===== config.mk =====
export PLATFORM = sky130hd
export DESIGN_NAME = dsp_regfile_sequencer
export DESIGN_NICKNAME = d
export VERILOG_FILES = /design/src/rtl/dsp_regfile_sequencer.sv
export SDC_FILE = /design/constraint.sdc
export NUM_CORES = 1
export LEC_CHECK = 0
export ABC_AREA = 1
export CORE_UTILIZATION = 38
export CTS_BUF_LIST = sky130_fd_sc_hd__clkbuf_4 sky130_fd_sc_hd__clkbuf_8
export CTS_CLUSTER_DIAMETER = 50
export DETAILED_ROUTE_END_ITERATION = 6
export PLACE_DENSITY_LB_ADDON = 0.2
export SETUP_SLACK_MARGIN = 0.2
export SYNTH_ARGS = -nofsm -noshare
export SYNTH_HDL_FRONTEND = slang
export SYNTH_SLANG_ARGS = --single-unit

===== constraint.sdc =====
create_clock -name sys_clk -period 3.95 [get_ports sys_clk]
set_input_delay 1.185 -clock sys_clk [delete_from_list [all_inputs] [get_ports sys_clk]]
set_output_delay 1.185 -clock sys_clk [all_outputs]
set_load 0.1 [all_outputs]

===== src/rtl/dsp_regfile_sequencer.sv =====
// Front-end sequencer for a 64x32 dual-port register file: buffers write-backs
// in an in-order queue, drains up to two per cycle, and holds off hazarded reads.
module dsp_regfile_sequencer #(
  parameter int QDEPTH = 4
) (
  input  logic        sys_clk,
  input  logic        reset,
  input  logic        rd_req,
  input  logic [5:0]  rd_ra,
  input  logic [5:0]  rd_rb,
  output logic        rd_ack,
  output logic        rd_valid,
  output logic [31:0] rd_qa,
  output logic [31:0] rd_qb,
  input  logic        wr_req,
  input  logic [5:0]  wr_addr,
  input  logic [31:0] wr_data,
  output logic        wr_ack,
  output logic        ram_nwea,
  output logic        ram_nweb,
  output logic        ram_clka,
  output logic        ram_clkb,
  output logic [5:0]  ram_aa,
  output logic [5:0]  ram_ab,
  output logic [31:0] ram_da,
  output logic [31:0] ram_db,
  input  logic [31:0] ram_qa,
  input  logic [31:0] ram_qb
);

  localparam int PW = (QDEPTH > 1) ? $clog2(QDEPTH) : 1;
  localparam int CW = PW + 1;

  typedef enum logic [1:0] {
    CYC_IDLE,
    CYC_READ,
    CYC_WRITE
  } cyc_t;

  logic [5:0]    addr_q [QDEPTH];
  logic [31:0]   data_q [QDEPTH];
  logic [PW-1:0] head_reg;
  logic [CW-1:0] count_reg;
  logic          rd_valid_reg;

  logic [PW-1:0]     second_idx;
  logic [PW-1:0]     tail_idx;
  logic [5:0]        head_addr;
  logic [5:0]        second_addr;
  logic [31:0]       head_data;
  logic [31:0]       second_data;
  logic [QDEPTH-1:0] slot_match;
  logic              full;
  logic              hazard;
  logic              pair_ok;
  logic              push;
  logic [1:0]        pop_cnt;
  cyc_t              cyc;

  assign second_idx  = head_reg + PW'(1);
  assign tail_idx    = head_reg + count_reg[PW-1:0];
  assign head_addr   = addr_q[head_reg];
  assign head_data   = data_q[head_reg];
  assign second_addr = addr_q[second_idx];
  assign second_data = data_q[second_idx];

  assign full    = (count_reg == CW'(QDEPTH));
  assign pair_ok = (count_reg >= CW'(2)) && (second_addr != head_addr);
  assign push    = wr_req & ~full & ~reset;
  assign wr_ack  = push;

  // Hazard looks only at entries already registered; this cycle's push is excluded.
  genvar gi;
  generate
    for (gi = 0; gi < QDEPTH; gi++) begin : g_match
      logic [PW-1:0] slot;
      assign slot = head_reg + PW'(gi);
      assign slot_match[gi] = (CW'(gi) < count_reg) &&
                              ((addr_q[slot] == rd_ra) || (addr_q[slot] == rd_rb));
    end
  endgenerate

  assign hazard = rd_req & (|slot_match);

  always_comb begin
    cyc = CYC_IDLE;
    if ((count_reg != '0) && (!rd_req || hazard || full)) begin
      cyc = CYC_WRITE;
    end else if (rd_req) begin
      cyc = CYC_READ;
    end
  end

  always_comb begin
    ram_nwea = 1'b1;
    ram_nweb = 1'b1;
    ram_clka = 1'b0;
    ram_clkb = 1'b0;
    ram_aa   = '0;
    ram_ab   = '0;
    ram_da   = '0;
    ram_db   = '0;
    rd_ack   = 1'b0;
    pop_cnt  = 2'd0;
    if (!reset) begin
      case (cyc)
        CYC_WRITE: begin
          ram_nwea = 1'b0;
          ram_clka = 1'b1;
          ram_aa   = head_addr;
          ram_da   = head_data;
          pop_cnt  = 2'd1;
          // Same-address pairs split so the younger write lands last.
          if (pair_ok) begin
            ram_nweb = 1'b0;
            ram_clkb = 1'b1;
            ram_ab   = second_addr;
            ram_db   = second_data;
            pop_cnt  = 2'd2;
          end
        end
        CYC_READ: begin
          ram_aa = rd_ra;
          ram_ab = rd_rb;
          rd_ack = 1'b1;
        end
        default: begin
          ram_aa = rd_ra;
          ram_ab = rd_rb;
        end
      endcase
    end
  end

  always_ff @(posedge sys_clk or posedge reset) begin
    if (reset) begin
      head_reg     <= '0;
      count_reg    <= '0;
      rd_valid_reg <= 1'b0;
    end else begin
      head_reg     <= head_reg + PW'(pop_cnt);
      count_reg    <= count_reg + CW'(push) - CW'(pop_cnt);
      rd_valid_reg <= rd_ack;
    end
  end

  always_ff @(posedge sys_clk) begin
    if (push) begin
      addr_q[tail_idx] <= wr_addr;
      data_q[tail_idx] <= wr_data;
    end
  end

  assign rd_valid = rd_valid_reg;
  assign rd_qa    = ram_qa;
  assign rd_qb    = ram_qb;

endmodule


======== Word level (Yosys, flattened, before mapping) ========
Memory sizes are Yosys's and may differ from the RTL's.
Cells that the tools add are included.
Widths: inputs -> output; s select.
storage, ports and cells
  register bits ........................... 6
  RAM bits ................................ 152
  input bits .............................. 118
  memories kept ........................... 2
cells by class
  add/subtract/negate cells ............... 7
  order comparisons ....................... 5
  equal/unequal tests ..................... 12
  mux-type cells .......................... 29
  bitwise operators ....................... 5
  reduce and logical (&&, ||, !) cells .... 15
memories
  memory  depth  bits a word  read ports  clocked after memory_dff  write ports  RTL line  RTL
  data_q  4      32           2           0                         1            41        logic [31:0] data_q [QDEPTH];
  addr_q  4      6            4           0                         1            40        logic [5:0] addr_q [QDEPTH];
operators with widths
  kind                 number
  $mux 32              5
  $eq 6x6->1           8
  $mux 6               5
  $mux 1               15
  $mux 2               4
  $logic_and 1x1->1    6
  $logic_or 1x1->1     6
  $lt 1x3->1 const A   2
  $lt 2x3->1 const A   2
  $ne 6x6->1           1
  $add 2x2->2          2
  $add 2x2->2 const B  2
  $reduce_or 4->1      1
  $add 3x1->3          1
  $and 1x1->1          3
  $eq 3x3->1 const B   1
  $ge 3x2->1 const B   1
  $reduce_bool 3->1    1
  $sub 3x2->3          1
  $add 2x1->2 const B  1
  $eq 2x1->1 const B   1
  $eq 2x2->1 const B   1
  $not 1->1            2
  $logic_not 1->1      1

======== Logic depth before layout (Yosys ltp) ========
Gate-level depths: netlist of the first run.
An unclocked memory read counts as a cell.
  depth in word-level cells ............... 15
  mapped depth ............................ 25

======== Least setup slack after synthesis of the first run ========
OpenSTA, ideal clock, no wires.
  kind .................................... input-to-reg
  from .................................... input reset
  to ...................................... memory addr_q[0][0], enable pin
  arrival time ............................ 4.839 ns
  data required time ...................... 3.517 ns
  path slack .............................. -1.322 ns
  stages on the path ...................... 5
  buffers on the path ..................... 0
  cell sequence ........................... clkinv_1 -> nand2_1 -> a21oi_1 -> nand2_1 -> nor2_1
between the ends
  word-level cells in the longest chain between the ends .. 4
RTL lines
  what                          RTL line  RTL
  from (decl)                   7         input logic reset,
  $not 1->1                     69        assign push = wr_req & ~full & ~reset;
  $and 1x1->1                   69
  net wr_ack                    18        output logic wr_ack,
  $mux 1                        148       if (push) begin
  $mux 1 (implied by the code)  149       addr_q[tail_idx] <= wr_addr;
  to (decl)                     40
The timed path passes the listed nets, and every way through them passes these cells.

======== Worst setup path in the final report of the first run ========
  from .................................... input rd_rb[1]
  to ...................................... output ram_db[16]
between the ends
  word-level cells in the longest chain between the ends .. 12
  elaborated cells on any way between the ends .. 21
  classes of those cells .................. eq/ne (5); mux (3); bitwise (1); reduce/logical (12)
RTL lines
  what                             RTL line  RTL
  from (decl)                      10        input logic [5:0] rd_rb,
  $eq 6x6->1                       79        ((addr_q[slot] == rd_ra) || (addr_q[slot] == rd_rb));
  $logic_or 1x1->1                 79
  $logic_and 1x1->1                78        assign slot_match[gi] = (CW'(gi) < count_reg) &&
  $reduce_or 4->1 *                83        assign hazard = rd_req & (|slot_match);
  $and 1x1->1 *                    83
  $logic_or 1x1->1 * (2 in a row)  87        if ((count_reg != '0) && (!rd_req || hazard || full)) begin
  $logic_and 1x1->1 *              87
  $mux 2 *                         87
  $eq 2x2->1 *                     106       case (cyc)
  $mux 32 *                        106
  $mux 32 *                        105       if (!reset) begin
  to (decl)                        26        output logic [31:0] ram_db,
Every way passes the cells marked *; elsewhere a longest branch is shown, timed or not.

==> results.md, run 1 <==
* CP required at 2.76 ns
* Worst-path clk slew at 0.09 ns
* I/O pin count at 265
* Die W at 162 um
* Worst path cell trace: dlygate4sd2_1 -> buf_6 -> inv_12 -> nand3_1 -> nand2_1 -> nor2_1 -> nand3_1 -> nand2_1 -> nand2_1 -> nand2_1 -> inv_2 -> nand3_4 -> nand2_8 -> buf_12 -> buf_16 -> nor3_4 -> buf_12
* Remaining DRCs at 0
* CP dominant cell by count: nand2_1
* Min-Delay Path Class: register to register
* Worst skew pair latency at 0.47 ns
* Top-area cell type share of the netlist area at 0.472
* Final net count at 1,482
* Post-Syn Nets at 1,335
* R2R Setup Slk at 0.30 ns
* Final min period at 4.28 ns
* Final ANT Viol Nets at 0
* Max_slew headroom at 0.360
* Wire length per cell at 17.1 um
* Via count at 8,740
* First-pass iteration count of the detailed router at 5
* Violated checks: negative setup slack
* Final cell count without fillers at 1,706
* Most frequent cells after synthesis: 476 x nand2_1, 152 x edfxtp_1, 152 x inv_1, 89 x nand3_1, 73 x buf_4
* CTS sink count at 158
* Startpoint types: input pin
* Synth Instances at 1,213
* H-tree depth at 4
* Top_reg_cell synth: edfxtp_1
* CP peak stage delay at 0.21 ns
* F_max at 234 MHz
* Ys async rst share at 0.0380
* Crit. End Element: output pin
* Total length of routed wires at 29,200 um
* Core Area at 0.0251 sq mm
* Count leader, synth: nand2_1
* Endpoints failing setup at 81
* RSZ-0062 raised after global routing: yes
* Register area share after synthesis at 0.487
* Worst Setup Path Type: input pin to output pin
* Clock skew at 0.0183 ns
* Site Rows at 58
* Worst Setup SP: rd_rb[1]
* Mean Syn Cell Area at 7.97 sq um
* Crit-path slowest cell: dlygate4sd2_1
* Yosys top cell by area: edfxtp_1
* Port Buffers at 136
* Post-Synthesis Cell Area at 0.00967 sq mm
* Hold_sp: count_reg[2]
* CP arrival at 3.09 ns
* Die Ht at 162 um
* First-pass GRT wire length at 45,000 um
* Initial core utilization at 0.385
* Synth Warn # at 0
* Dominant cells by area after synthesis: edfxtp_1 47%, nand2_1 18%, inv_1 5.9%
* GP Congestion at 0.943
* Status: finished, violations left
* Initial antenna violation count at 4
* Final setup margin at -0.330 ns
* Worst-path maximum fanout at 8
* CTS root buffer: clkbuf_8
* Max reg flops at 128
* Pin count of the biggest net entering global routing at 47
* R2R Path Start: head_reg[0]
* Initial drt markers at 556
* GRT Overall Usage at 0.226
* Final hold vios at 0
* Layout area overhead at 49.7%
* CTS Buf Count at 17
* Clock Path Buffers at 2
* Inst Count DP at 1,617
* Grt total ovfl at 0
* Slew Limit Fails at 0
* Slew @ Worst Pin at 0.958 ns
* Number of global-route vias before repair at 8,458
* Layout cell share with drive strength beyond 1 at 0.320
* Final HPWL DP at 18,800 um
* Yosys reg bits at 158
* Full die area at 0.0261 sq mm
* Number of synthesized flops with an enable pin at 152
* CTS tree: yes
* Hold-fix buffers, CTS at 0
* DR vias/cell at 5.12
* Count of unique library cells instantiated by Yosys at 28
* Maxcap violations at 0
* Final period utilization at 1.08
## cell families (layout without fill, tap and decap cells)
logic type | Yosys count | after routing | synth area share
AOI/OAI and AO/OA | 73 | 73 | 0.0635
buffers and inverters | 277 | 436 | 0.143
and+or+nand+nor | 687 | 688 | 0.288
other | 0 | 3 | 0
DFF | 158 | 158 | 0.487
adders and majority gates | 4 | 4 | 0.00595
xor gates and xnor gates | 14 | 14 | 0.0127
## metrics by stage
step / TNS [ns] / hold WS (ns) / instance area, sq um / worst slack [ns] / utilization
finish: -20.38 / 0.667 / 14500 / -0.330 / 0.577
global route: -30.66 / 0.700 / 14500 / -0.454 / 0.576
CTS: -19.75 / 0.668 / 14000 / -0.349 / 0.558
detailed placement: -49.56 / 0.650 / 12800 / -0.754 / 0.512
global placement: -49.26 / 0.628 / 12800 / -0.724 / 0.512
floorplan: -2.78 / 0.573 / 10400 / -0.285 / -
## layer usage
metal  vias up  GRT usage  wire, um
met5         -          0         0
met4         0     0.0798       648
met3        56     0.0498      1990
met2       340      0.387     14500
met1      4131      0.279     12000
li1       4213          -         -
## worst paths after layout
| kind | to | depth (start not counted) |
|---|---|---|
| min in group asynchronous | rd_valid | 3 |
| worst max-delay path | ram_db[16] | 17 |
| worst min-delay path | count_reg[2] | 2 |
| worst min register to register | count_reg[2] | 2 |
| worst max register to register | count_reg[2] | 23 |
| max in group asynchronous | head_reg[0] | 3 |
## worst max-delay path: cells and delay by family
kind	cells	cell delay [ns]
and+or+nand+nor	10	0.93
buffers and inverters	7	0.96
## cells in the final DEF (no fill, tap or decap), types with 3 or more instances in the layout
cell type        instances
diode_2                  3
clkbuf_16                5
clkdlybuf4s15_2          4
buf_6                   11
edfxtp_1               152
dlygate4sd2_1            3
inv_1                  137
buf_12                 101
clkinvlp_4               3
nand4_1                  5
xor2_1                  10
inv_2                   11
a21oi_2                  3
nand2_1                402
nor2_2                   7
clkdlybuf4s50_1         42
nor3_4                  32
buf_16                  13
clkdlybuf4s15_1          3
ha_1                     3
nand3_2                 17
inv_6                    5
nand2_2                 61
nor2_1                  26
nor2_4                  42
nand2_4                 16
nand2_8                  3
inv_4                    6
inv_8                    6
nand3_1                 73
buf_4                   61
o2111ai_1               64
clkbuf_8                17
dfrtp_1                  4
## layout make-up
class                      count  area [sq um]
clock inverter                14           139
tap                          330           413
timing repair buffer         245          3620
fill                        2180         10600
inverter                     159           637
clock buffer                  18           241
multi-input combinational    779          4700
antenna                        3          7.51
sequential                   158          4720
## repair_timing
action | CTS | global route
gates cloned | 12 | 6
buffers inserted | 22 | 14
endpoints found under the setup margin | 83 | 83
pin swaps | 28 | 20
gates resized for setup | 102 | 68
Power of run 1 is left out: the tool's default activity adds up to more than one toggle a clock period on the data nets, which glitch-free logic cannot reach.
==> inputs of run 2 (changes only) <==
--- a/config.mk
+++ b/config.mk
@@ -7,7 +7,6 @@
 export LEC_CHECK = 0
 export ABC_AREA = 1
 export CORE_UTILIZATION = 38
-export CTS_BUF_LIST = sky130_fd_sc_hd__clkbuf_4 sky130_fd_sc_hd__clkbuf_8
 export CTS_CLUSTER_DIAMETER = 50
 export DETAILED_ROUTE_END_ITERATION = 6
 export PLACE_DENSITY_LB_ADDON = 0.2
==> run 2 against run 1 <==
- the flow still finishes with violations (negative setup slack)
- final cell count fell by 1.5%
- sequential share of layout area rose by 0.82 points
- final area fell by 2.5%
- clock-buffer cell count did not move
==> results.md, run 2 (synthesized netlist as in run 1, its figures left out) <==
* Min-Delay Path Class: register to register (unchanged)
* Most frequent cells in the layout: 428 x nand2_1, 152 x edfxtp_1, 137 x inv_1 (was 402 x nand2_1, 152 x edfxtp_1, 137 x inv_1)
* Remaining DRCs at 0 (unchanged)
* Final period utilization at 1.07 (was 1.08)
* Crit. End Element: output pin (unchanged)
* Slew Limit Fails at 0 (unchanged)
* CP delay by family, top: buffers and inverters (unchanged)
* Layout area overhead at 46.0% (was 49.7%)
* Violated checks: negative setup slack (unchanged)
* First-pass GRT wire length at 43,900 um (was 45,000 um)
* F_max at 236 MHz (was 234 MHz)
* Worst-path clk slew at 0.07 ns (was 0.09 ns)
* R2R Setup Slk at 0.39 ns (was 0.30 ns)
* Die Ht at 162 um (unchanged)
* GRT Overall Usage at 0.220 (was 0.226)
* Full die area at 0.0261 sq mm (unchanged)
* Via count at 8,538 (was 8,740)
* Final ANT Viol Nets at 0 (unchanged)
* Core Area at 0.0251 sq mm (unchanged)
* CP required at 2.76 ns (about the same)
* Wire length per cell at 16.6 um (was 17.1 um)
* RSZ-0062 raised after global routing: yes (unchanged)
* DR vias/cell at 5.08 (was 5.12)
* CTS sink count at 158 (unchanged)
* CTS root buffer: clkbuf_16 (was clkbuf_8)
* Final HPWL DP at 18,800 um (unchanged)
* Number of global-route vias before repair at 8,341 (was 8,458)
* Initial core utilization at 0.385 (unchanged)
* Port Buffers at 136 (unchanged)
* Clock skew at 0.0115 ns (was 0.0183 ns)
* Final min period at 4.24 ns (was 4.28 ns)
* Initial drt markers at 616 (was 556)
* Status: finished, violations left (unchanged)
* Maxcap violations at 0 (unchanged)
* Max reg flops at 128 (unchanged)
* CP peak stage delay at 0.24 ns (was 0.21 ns)
* Grt total ovfl at 0 (unchanged)
* Max_slew headroom at 0.359 (was 0.360)
* Slew @ Worst Pin at 0.958 ns (about the same)
* Tightest hold margin at 0.652 ns (was 0.667 ns)
* Area of the multi-input gates at 0.00454 sq mm (was 0.00470 sq mm)
* Fillers at 2,194 (was 2,180)
* Worst skew pair latency at 0.43 ns (was 0.47 ns)
* I/O pin count at 265 (unchanged)
* Die W at 162 um (unchanged)
* Reg area at 0.00472 sq mm (unchanged)
* GP Congestion at 0.943 (unchanged)
* Layout cell share with drive strength beyond 1 at 0.284 (was 0.320)
* Worst path cell trace: dlygate4sd2_1 -> buf_6 -> inv_4 -> xor2_1 -> nor2_1 -> nand3_1 -> nand3_1 -> nand2_2 -> nand3_4 -> buf_6 -> buf_4 -> inv_1 -> nand2_2 -> nor2_4 -> buf_12 (was dlygate4sd2_1 -> buf_6 -> inv_12 -> nand3_1 -> nand2_1 -> nor2_1 -> nand3_1 -> nand2_1 -> nand2_1 -> nand2_1 -> inv_2 -> nand3_4 -> nand2_8 -> buf_12 -> buf_16 -> nor3_4 -> buf_12)
* First-pass iteration count of the detailed router at 5 (unchanged)
* Final setup margin at -0.286 ns (was -0.330 ns)
* Final hold vios at 0 (unchanged)
* Site Rows at 58 (unchanged)
* Worst Setup Path Type: input pin to output pin (unchanged)
* Commonest non-fill, non-tap cell in the layout: nand2_1 (unchanged)
* Startpoint types: input pin (unchanged)
* Endpoints failing setup at 81 (unchanged)
* CTS tree: yes (unchanged)
* Final net count at 1,456 (was 1,482)
* CP Buf/Inv Count at 7 (unchanged)
* Pin count of the biggest net entering global routing at 47 (unchanged)
* CTS Buf Count at 17 (unchanged)
* Total length of routed wires at 27,900 um (was 29,200 um)
* Crit-path slowest cell: dlygate4sd2_1 (unchanged)
* CP arrival at 3.05 ns (was 3.09 ns)
* Clock Path Buffers at 2 (unchanged)
* Hold-fix buffers, CTS at 0 (unchanged)
* Worst-path maximum fanout at 6 (was 8)
* H-tree depth at 4 (unchanged)
* Initial antenna violation count at 4 (unchanged)
-- run 2: cell count changes in the layout (fill, tap and decap cells not counted), sizes merged --
cell,change
buf,-23
clkinv,-1
inv,+1
clkbuf,-2
dlygate4sd2,-2
clkdlybuf4s15,+1
-- run 2: routing by layer --
metal | wire length (um) | global-route usage | up-vias
li1 | - | - | 4156
met1 | 11700 | 0.270 | 4044
met2 | 13900 | 0.377 | 285
met3 | 1710 | 0.0490 | 51
met4 | 624 | 0.0780 | 2
met5 | 13 | 0 | -
-- run 2: path summary, 6_finish.rpt --
path / startpoint / endpoint / depth (start not counted)
hold / removal: count_reg[2] / count_reg[2] / 2
setup / recovery: rd_rb[2] / rd_ack / 15
max in group asynchronous: reset / head_reg[1] / 3
hold reg to reg: count_reg[2] / count_reg[2] / 2
min in group asynchronous: reset / rd_valid / 3
setup reg to reg: head_reg[0] / count_reg[2] / 24
-- run 2: cell type report --
type,count,area share
flip-flops and latches,158,0.334
multi-input cells,779,0.321
well taps,330,0.0292
repair buffers,219,0.229
clock inverters,14,0.00984
inverters,159,0.0453
clock buffers,18,0.0304
diodes,3,0.000532
-- run 2: timing repair --
action                                 CTS  global route
setup endpoints to repair               84            83
pin swaps                               23            14
gates cloned                             7             4
buffers inserted                        14             3
resized for setup                       93            35
endpoints found under the hold margin    0             0
-- run 2: metrics by stage --
step / cells / util / setup WS, ns / setup TNS, ns / area (sq um)
floorplan: 1213 / - / -0.285 / -2.78 / 10400
global placement: 1617 / 0.512 / -0.724 / -49.26 / 12800
detailed placement: 1617 / 0.512 / -0.754 / -49.56 / 12800
CTS: 1670 / 0.554 / -0.271 / -15.25 / 13900
global route: 1677 / 0.562 / -0.465 / -32.23 / 14100
finish: 1680 / 0.562 / -0.286 / -17.39 / 14100
-- run 2: worst reg2reg max path: stages (launching register included) --
cell	delay, ns
dfrtp_2	0.47
buf_6	0.15
nand2_4	0.07
nand2_8	0.09
buf_6	0.12
buf_16	0.13
nand2_1	0.07
nand3_1	0.09
nand2_1	0.07
nor2_2	0.15
nand3_1	0.09
nand2_1	0.09
o21bai_2	0.08
nand3_4	0.13
nand2_8	0.12
buf_6	0.17
nor2_4	0.16
buf_4	0.14
buf_4	0.09
inv_1	0.03
ha_1	0.26
inv_1	0.05
fa_2	0.34
xnor2_2	0.14
xor2_1	0.14
Power of run 2 is left out for the same reason.
